$ cat src/rtl/writeback_queue.sv
// Write-side companion of the register file: buffers retiring results in a small FIFO,
// drains one per cycle into the A3/WD3/WE3 port and forwards the youngest pending value.
module writeback_queue #(
  parameter int ADDR_Nbits = 5,
  parameter int DATA_WIDTH = 32,
  parameter int DEPTH      = 4,
  parameter int PTR_W      = 2
) (
  input  logic                  WritebackQueue_CLK,
  input  logic                  WritebackQueue_RST,
  input  logic                  WritebackQueue_IN_VALID,
  output logic                  WritebackQueue_IN_READY,
  input  logic [ADDR_Nbits-1:0] WritebackQueue_IN_ADDR,
  input  logic [DATA_WIDTH-1:0] WritebackQueue_IN_DATA,
  input  logic                  WritebackQueue_DRAIN_EN,
  output logic                  WritebackQueue_WE3,
  output logic [ADDR_Nbits-1:0] WritebackQueue_A3,
  output logic [DATA_WIDTH-1:0] WritebackQueue_WD3,
  input  logic [ADDR_Nbits-1:0] WritebackQueue_LK_A1,
  input  logic [ADDR_Nbits-1:0] WritebackQueue_LK_A2,
  output logic                  WritebackQueue_LK_HIT1,
  output logic                  WritebackQueue_LK_HIT2,
  output logic [DATA_WIDTH-1:0] WritebackQueue_LK_DATA1,
  output logic [DATA_WIDTH-1:0] WritebackQueue_LK_DATA2,
  output logic [PTR_W:0]        WritebackQueue_COUNT,
  output logic                  WritebackQueue_FULL,
  output logic                  WritebackQueue_EMPTY
);

  localparam logic [PTR_W-1:0] PTR_ONE   = PTR_W'(1);
  localparam logic [PTR_W:0]   CNT_ONE   = (PTR_W+1)'(1);
  localparam logic [PTR_W:0]   CNT_DEPTH = (PTR_W+1)'(DEPTH);

  logic [ADDR_Nbits-1:0] addr_r  [DEPTH];
  logic [DATA_WIDTH-1:0] data_r  [DEPTH];
  logic [DEPTH-1:0]      valid_r;
  logic [PTR_W-1:0]      wr_ptr_r;
  logic [PTR_W-1:0]      rd_ptr_r;
  logic [PTR_W:0]        count_r;

  logic                  full_s;
  logic                  empty_s;
  logic                  ready_s;
  logic                  accept_s;
  logic                  push_s;
  logic                  pop_s;

  logic [PTR_W-1:0]      ord_idx_s [DEPTH];
  logic [DEPTH-1:0]      match1_s;
  logic [DEPTH-1:0]      match2_s;
  logic                  hit1_s;
  logic                  hit2_s;
  logic [DATA_WIDTH-1:0] data1_s;
  logic [DATA_WIDTH-1:0] data2_s;

  assign full_s   = (count_r == CNT_DEPTH);
  assign empty_s  = (count_r == '0);
  assign ready_s  = !full_s && !WritebackQueue_RST;
  assign accept_s = WritebackQueue_IN_VALID && ready_s;
  // Writes to r0 finish the handshake but never occupy an entry.
  assign push_s   = accept_s && (WritebackQueue_IN_ADDR != '0);
  assign pop_s    = !empty_s && WritebackQueue_DRAIN_EN;

  // ord_idx_s[0] is the oldest entry, ord_idx_s[DEPTH-1] the youngest possible slot.
  for (genvar k = 0; k < DEPTH; k++) begin : g_match
    assign ord_idx_s[k] = rd_ptr_r + PTR_W'(k);
    assign match1_s[k]  = valid_r[ord_idx_s[k]] && (addr_r[ord_idx_s[k]] == WritebackQueue_LK_A1)
                          && (WritebackQueue_LK_A1 != '0);
    assign match2_s[k]  = valid_r[ord_idx_s[k]] && (addr_r[ord_idx_s[k]] == WritebackQueue_LK_A2)
                          && (WritebackQueue_LK_A2 != '0);
  end

  // Youngest-match lookup: sweep oldest to youngest so later matches override earlier ones.
  always_comb begin
    hit1_s  = 1'b0;
    hit2_s  = 1'b0;
    data1_s = '0;
    data2_s = '0;
    for (int k = 0; k < DEPTH; k++) begin
      hit1_s  = hit1_s | match1_s[k];
      hit2_s  = hit2_s | match2_s[k];
      data1_s = match1_s[k] ? data_r[ord_idx_s[k]] : data1_s;
      data2_s = match2_s[k] ? data_r[ord_idx_s[k]] : data2_s;
    end
  end

  // Entry storage, valid bits and pointers.
  always_ff @(posedge WritebackQueue_CLK or posedge WritebackQueue_RST) begin
    if (WritebackQueue_RST) begin
      for (int i = 0; i < DEPTH; i++) begin
        addr_r[i] <= '0;
        data_r[i] <= '0;
      end
      valid_r  <= '0;
      wr_ptr_r <= '0;
      rd_ptr_r <= '0;
    end else begin
      // Push and pop never target the same slot: that needs an empty or a full queue.
      if (push_s) begin
        addr_r[wr_ptr_r]  <= WritebackQueue_IN_ADDR;
        data_r[wr_ptr_r]  <= WritebackQueue_IN_DATA;
        valid_r[wr_ptr_r] <= 1'b1;
        wr_ptr_r          <= wr_ptr_r + PTR_ONE;
      end else begin
        wr_ptr_r <= wr_ptr_r;
      end
      if (pop_s) begin
        valid_r[rd_ptr_r] <= 1'b0;
        rd_ptr_r          <= rd_ptr_r + PTR_ONE;
      end else begin
        rd_ptr_r <= rd_ptr_r;
      end
    end
  end

  // Occupancy counter.
  always_ff @(posedge WritebackQueue_CLK or posedge WritebackQueue_RST) begin
    if (WritebackQueue_RST) begin
      count_r <= '0;
    end else begin
      case ({push_s, pop_s})
        2'b10:   count_r <= count_r + CNT_ONE;
        2'b01:   count_r <= count_r - CNT_ONE;
        default: count_r <= count_r;
      endcase
    end
  end

  assign WritebackQueue_IN_READY = ready_s;
  assign WritebackQueue_WE3      = pop_s;
  assign WritebackQueue_A3       = empty_s ? '0 : addr_r[rd_ptr_r];
  assign WritebackQueue_WD3      = empty_s ? '0 : data_r[rd_ptr_r];
  assign WritebackQueue_LK_HIT1  = hit1_s;
  assign WritebackQueue_LK_HIT2  = hit2_s;
  assign WritebackQueue_LK_DATA1 = data1_s;
  assign WritebackQueue_LK_DATA2 = data2_s;
  assign WritebackQueue_COUNT    = count_r;
  assign WritebackQueue_FULL     = full_s;
  assign WritebackQueue_EMPTY    = empty_s;

endmodule

$ cat config.mk
export PLATFORM = sky130hd
export DESIGN_NAME = writeback_queue
export DESIGN_NICKNAME = d
export VERILOG_FILES = /design/src/rtl/writeback_queue.sv
export SDC_FILE = /design/constraint.sdc
export NUM_CORES = 1
export LEC_CHECK = 0
export CAP_MARGIN = 10
export CORE_MARGIN = 1.5
export CORE_UTILIZATION = 53
export CTS_BUF_LIST = sky130_fd_sc_hd__clkbuf_8
export DETAILED_ROUTE_END_ITERATION = 7
export GPL_TIMING_DRIVEN = 0
export PLACE_DENSITY = 0.88
export SYNTH_ARGS = -nofsm -noshare
export SYNTH_HDL_FRONTEND = slang
export SYNTH_SLANG_ARGS = --single-unit
$ cat constraint.sdc
create_clock -name WritebackQueue_CLK -period 5.1 [get_ports WritebackQueue_CLK]
set_clock_uncertainty 0.2 [all_clocks]
set_input_delay 1.02 -clock WritebackQueue_CLK [delete_from_list [all_inputs] [get_ports WritebackQueue_CLK]]
set_output_delay 1.02 -clock WritebackQueue_CLK [all_outputs]
set_load 0.02 [all_outputs]
==> results summary <==
The number of distinct library cells after synthesis came out at 49. At the worst endpoint, the required time is 3.88 ns. The placeable core region came out at 23600 sq um. The H-tree depth is 4. The smallest clock period supported by the final layout is computed as 5.06 ns. The number of nets with antenna violations after routing is 0. The final cell utilization of the core came out at 68.4%. The number of synthesized register bits came out at 159. The maximum number of pins on one net before global-route repair is 46.

The power density over cell area is 814 nW/um^2. The type of origin of the critical path is a flop. The critical path in this run is classified as reg2out.

The number of vias in the routed layout is 11.0k. The TritonCTS clock tree is yes. The quantity of I/O buffers inserted on ports is 150.

The floorplan die height came out at 159 um. The DRC violation total after the first TritonRoute iteration came out at 1174. The clock share of power is 8.0%.

The count of placed standard cells in the final layout, fillers left out came out at 1542. The maximum fanout count along the critical path is 6. Leaving out fill and tap cells, the most frequent cells in the layout are 159 x sky130_fd_sc_hd__dfrtp_1, 149 x sky130_fd_sc_hd__mux2_2, 149 x sky130_fd_sc_hd__mux4_2. The via count of the first global-routing pass was 11.0k. The net switching component of the power came out at 5990 uW. The worst setup path is captured at an output pin. CTS placed an instance of sky130_fd_sc_hd__clkbuf_8 at the clock tree root. The post-CTS clock slew at the launch and capture registers of the worst setup and hold paths is 0.08 ns. In the synthesized netlist the async set-or-reset flop fraction comes to 100%. After detailed routing, the number of remaining DRC violations is 0. The post-synthesis cell count is 1000. Setup violations remaining at the end of the flow were counted as 0. The die outline area came out at 25200 sq um. The total internal power is 7160 uW. The mean instance size in the synthesized netlist came out at 12.9 sq um. The total congestion overflow is 0.

The switching fraction of total power is 45.5%. The hold violation total from the final report is 0. The overall routing resource usage is 33.2%. The cell area after placement came out at 15100 sq um.

The final critical-path share of the clock period is 99.2%. The mapped netlist covers 12900 sq um. The number of antenna violations at the first check in global routing is 0. The most used flip-flop cell after synthesis is sky130_fd_sc_hd__dfrtp_1. The initial cell density of the core came out at 54.4%. Dividing the detail-routed via count by the number of cells gives 7.16. The net count after synthesis came out at 1061. The wire-length estimate of the detail-placed layout is 28700 um. Based on the critical path, the design can be clocked at up to 198 MHz. The max-cap check violation count came out at 0.

The slew at the pin closest to its max-slew limit came out at 1.01 ns. The count of antenna diodes in the layout came out at 0. The source-to-sink clock delay at the later pin of the worst-skew pair is 0.49 ns. The data arrival time of the worst path came out at 3.84 ns. The total clock buffers created by CTS is 17. The detailed-routing iteration count for the pre-antenna-repair pass came out at 6. The part of the Yosys area used for sequential elements came out at 31.0%. The growth of design area from synthesis to finish is 25.6%.

The aggregate routed wire length came out at 42900 um. The share of total power in sequential cells came out at 20.6%. The number of clock sinks seen by CTS is 159.

The area of all placed cells without fillers is 16100 sq um. The weighted congestion reported at the end of routability-driven placement is 0.907. The first global-routing pass estimated 64100 um of wire. The type of the worst min-delay path is reg2reg. The largest buffer count on any clock path is 2. The run finished with clean final reports. The number of synthesized flops with an enable pin came out at 0. The share of post-route cells with drive strength above 1 is 50.4%.

The post-placement cell count is 1473. The average wire per cell in the routed design is 27.8 um. The number of hold-repair buffers added at the cts stage is 0. The Yosys warning count came out at 0. Of the total power, combinational logic draws 71.3%. The leakage power summed over all cells is 0.00624 uW. The peak ir drop on the vdd network is 0.408 mV. The final max-slew violation count came out at 0. The die is 159 um wide. The most common cell after layout, fill and taps aside is sky130_fd_sc_hd__dfrtp_1.

The total I/O pin count is 161. The worst pin sits at a relative slew slack of 32.7%. The total number of placement rows is 56. The final-layout worst hold slack is 0.338 ns. The number of nets in the finished design came out at 1271.
-- power groups by stage --
stage	clock [uW]	sequential (uW)	combinational (uW)
after floorplan	0	2400	6300
after global routing	1110	2800	9760
after global placement	0	2560	8380
final	1060	2710	9380
after detailed placement	0	2670	8570
after CTS	1050	2640	9000
-- layout make-up --
class	count	area [sq um]
multi-input cells	725	8730
fillers	1607	7460
flip-flops and latches	159	3980
repair buffers	195	1800
plain buffers	98	738
well taps	319	399
clock buffers	18	248
clock inverters	14	190
inverters	14	62.6
-- synth_stat cells, drive strengths merged (14+ instances only) --
master | count | area (sq um)
a221oi | 31 | 440
nor2b | 35 | 219
nor2 | 46 | 175
nand2 | 109 | 409
dfrtp | 159 | 3980
mux2 | 150 | 1690
mux2i | 37 | 370
xnor2 | 37 | 347
buf | 62 | 397
clkbuf | 40 | 150
mux4 | 149 | 3360
o221ai | 29 | 317
inv | 14 | 52.6
o31ai | 28 | 345
-- final timing paths --
path | start | to | slack [ns] | depth (start not counted)
max reg2reg | WritebackQueue_COUNT[0]$_DFFE_PP0P_ | addr_r[8]$_DFFE_PP0P_ | 1.90 | 9
min reg2reg | WritebackQueue_COUNT[2]$_DFFE_PP0P_ | WritebackQueue_COUNT[2]$_DFFE_PP0P_ | 0.34 | 1
max in group asynchronous | WritebackQueue_RST | data_r[105]$_DFFE_PP0P_ | 3.31 | 4
min in group asynchronous | WritebackQueue_RST | WritebackQueue_COUNT[0]$_DFFE_PP0P_ | 0.63 | 2
min | WritebackQueue_COUNT[2]$_DFFE_PP0P_ | WritebackQueue_COUNT[2]$_DFFE_PP0P_ | 0.34 | 1
max | rd_ptr_r[1]$_DFFE_PP0N_ | WritebackQueue_LK_DATA2[28] | 0.04 | 14
-- registers in the layout, indices dropped and copies added, names as in the netlist --
signal and flops:
data_r 128, addr_r 20, valid_r 4, WritebackQueue_COUNT 3
rd_ptr_r 2, wr_ptr_r 2
-- per-stage QoR --
step | power (uW) | TNS [ns] | setup slack [ns]
CTS | 12700 | -0.312 | -0.0971
global route | 13700 | -0.0263 | -0.0163
global placement | 10900 | -98.60 | -1.59
finish | 13200 | 0 | 0.0384
detailed placement | 11200 | -105.38 | -1.71
floorplan | 8690 | -0.0241 | -0.0120
-- per-layer routing --
layer	share of wire [%]	vias to the layer above	GRT usage, %
met1	35	5557	42.5
li1	-	4319	-
met3	12	210	7.58
met5	0	-	0
met4	5.6	0	18.4
met2	48	961	52.4
-- repair_timing --
| item | 4_1_cts | 5_1_grt |
|---|---|---|
| gates resized for setup | 324 | 74 |
| endpoints found under the setup margin | 66 | 66 |
| gates cloned | 3 | 1 |
| pin swaps | 17 | 14 |
| buffers inserted | 25 | 12 |
-- cell families after synthesis --
group | synth area share (%)
simple gates | 8.07
flops | 31.0
fa+ha+maj | 1.03
buf+inv | 4.66
mux | 42.1
compound gates | 9.91
xor+xnor | 3.24
-- critical path: stages, from the launching register on --
cell and delay, ns:
sky130_fd_sc_hd__dfrtp_1 0.45, sky130_fd_sc_hd__buf_12 0.15, sky130_fd_sc_hd__buf_12 0.10, sky130_fd_sc_hd__buf_12 0.09, sky130_fd_sc_hd__inv_4 0.04, sky130_fd_sc_hd__ha_4 0.32, sky130_fd_sc_hd__mux4_2 0.57, sky130_fd_sc_hd__xnor2_2 0.16
sky130_fd_sc_hd__and3_4 0.21, sky130_fd_sc_hd__a211oi_4 0.33, sky130_fd_sc_hd__buf_6 0.20, sky130_fd_sc_hd__buf_12 0.13, sky130_fd_sc_hd__a221oi_1 0.08, sky130_fd_sc_hd__o21ai_1 0.31, sky130_fd_sc_hd__buf_4 0.21
Note: power is estimated with default switching activity, not from simulation.
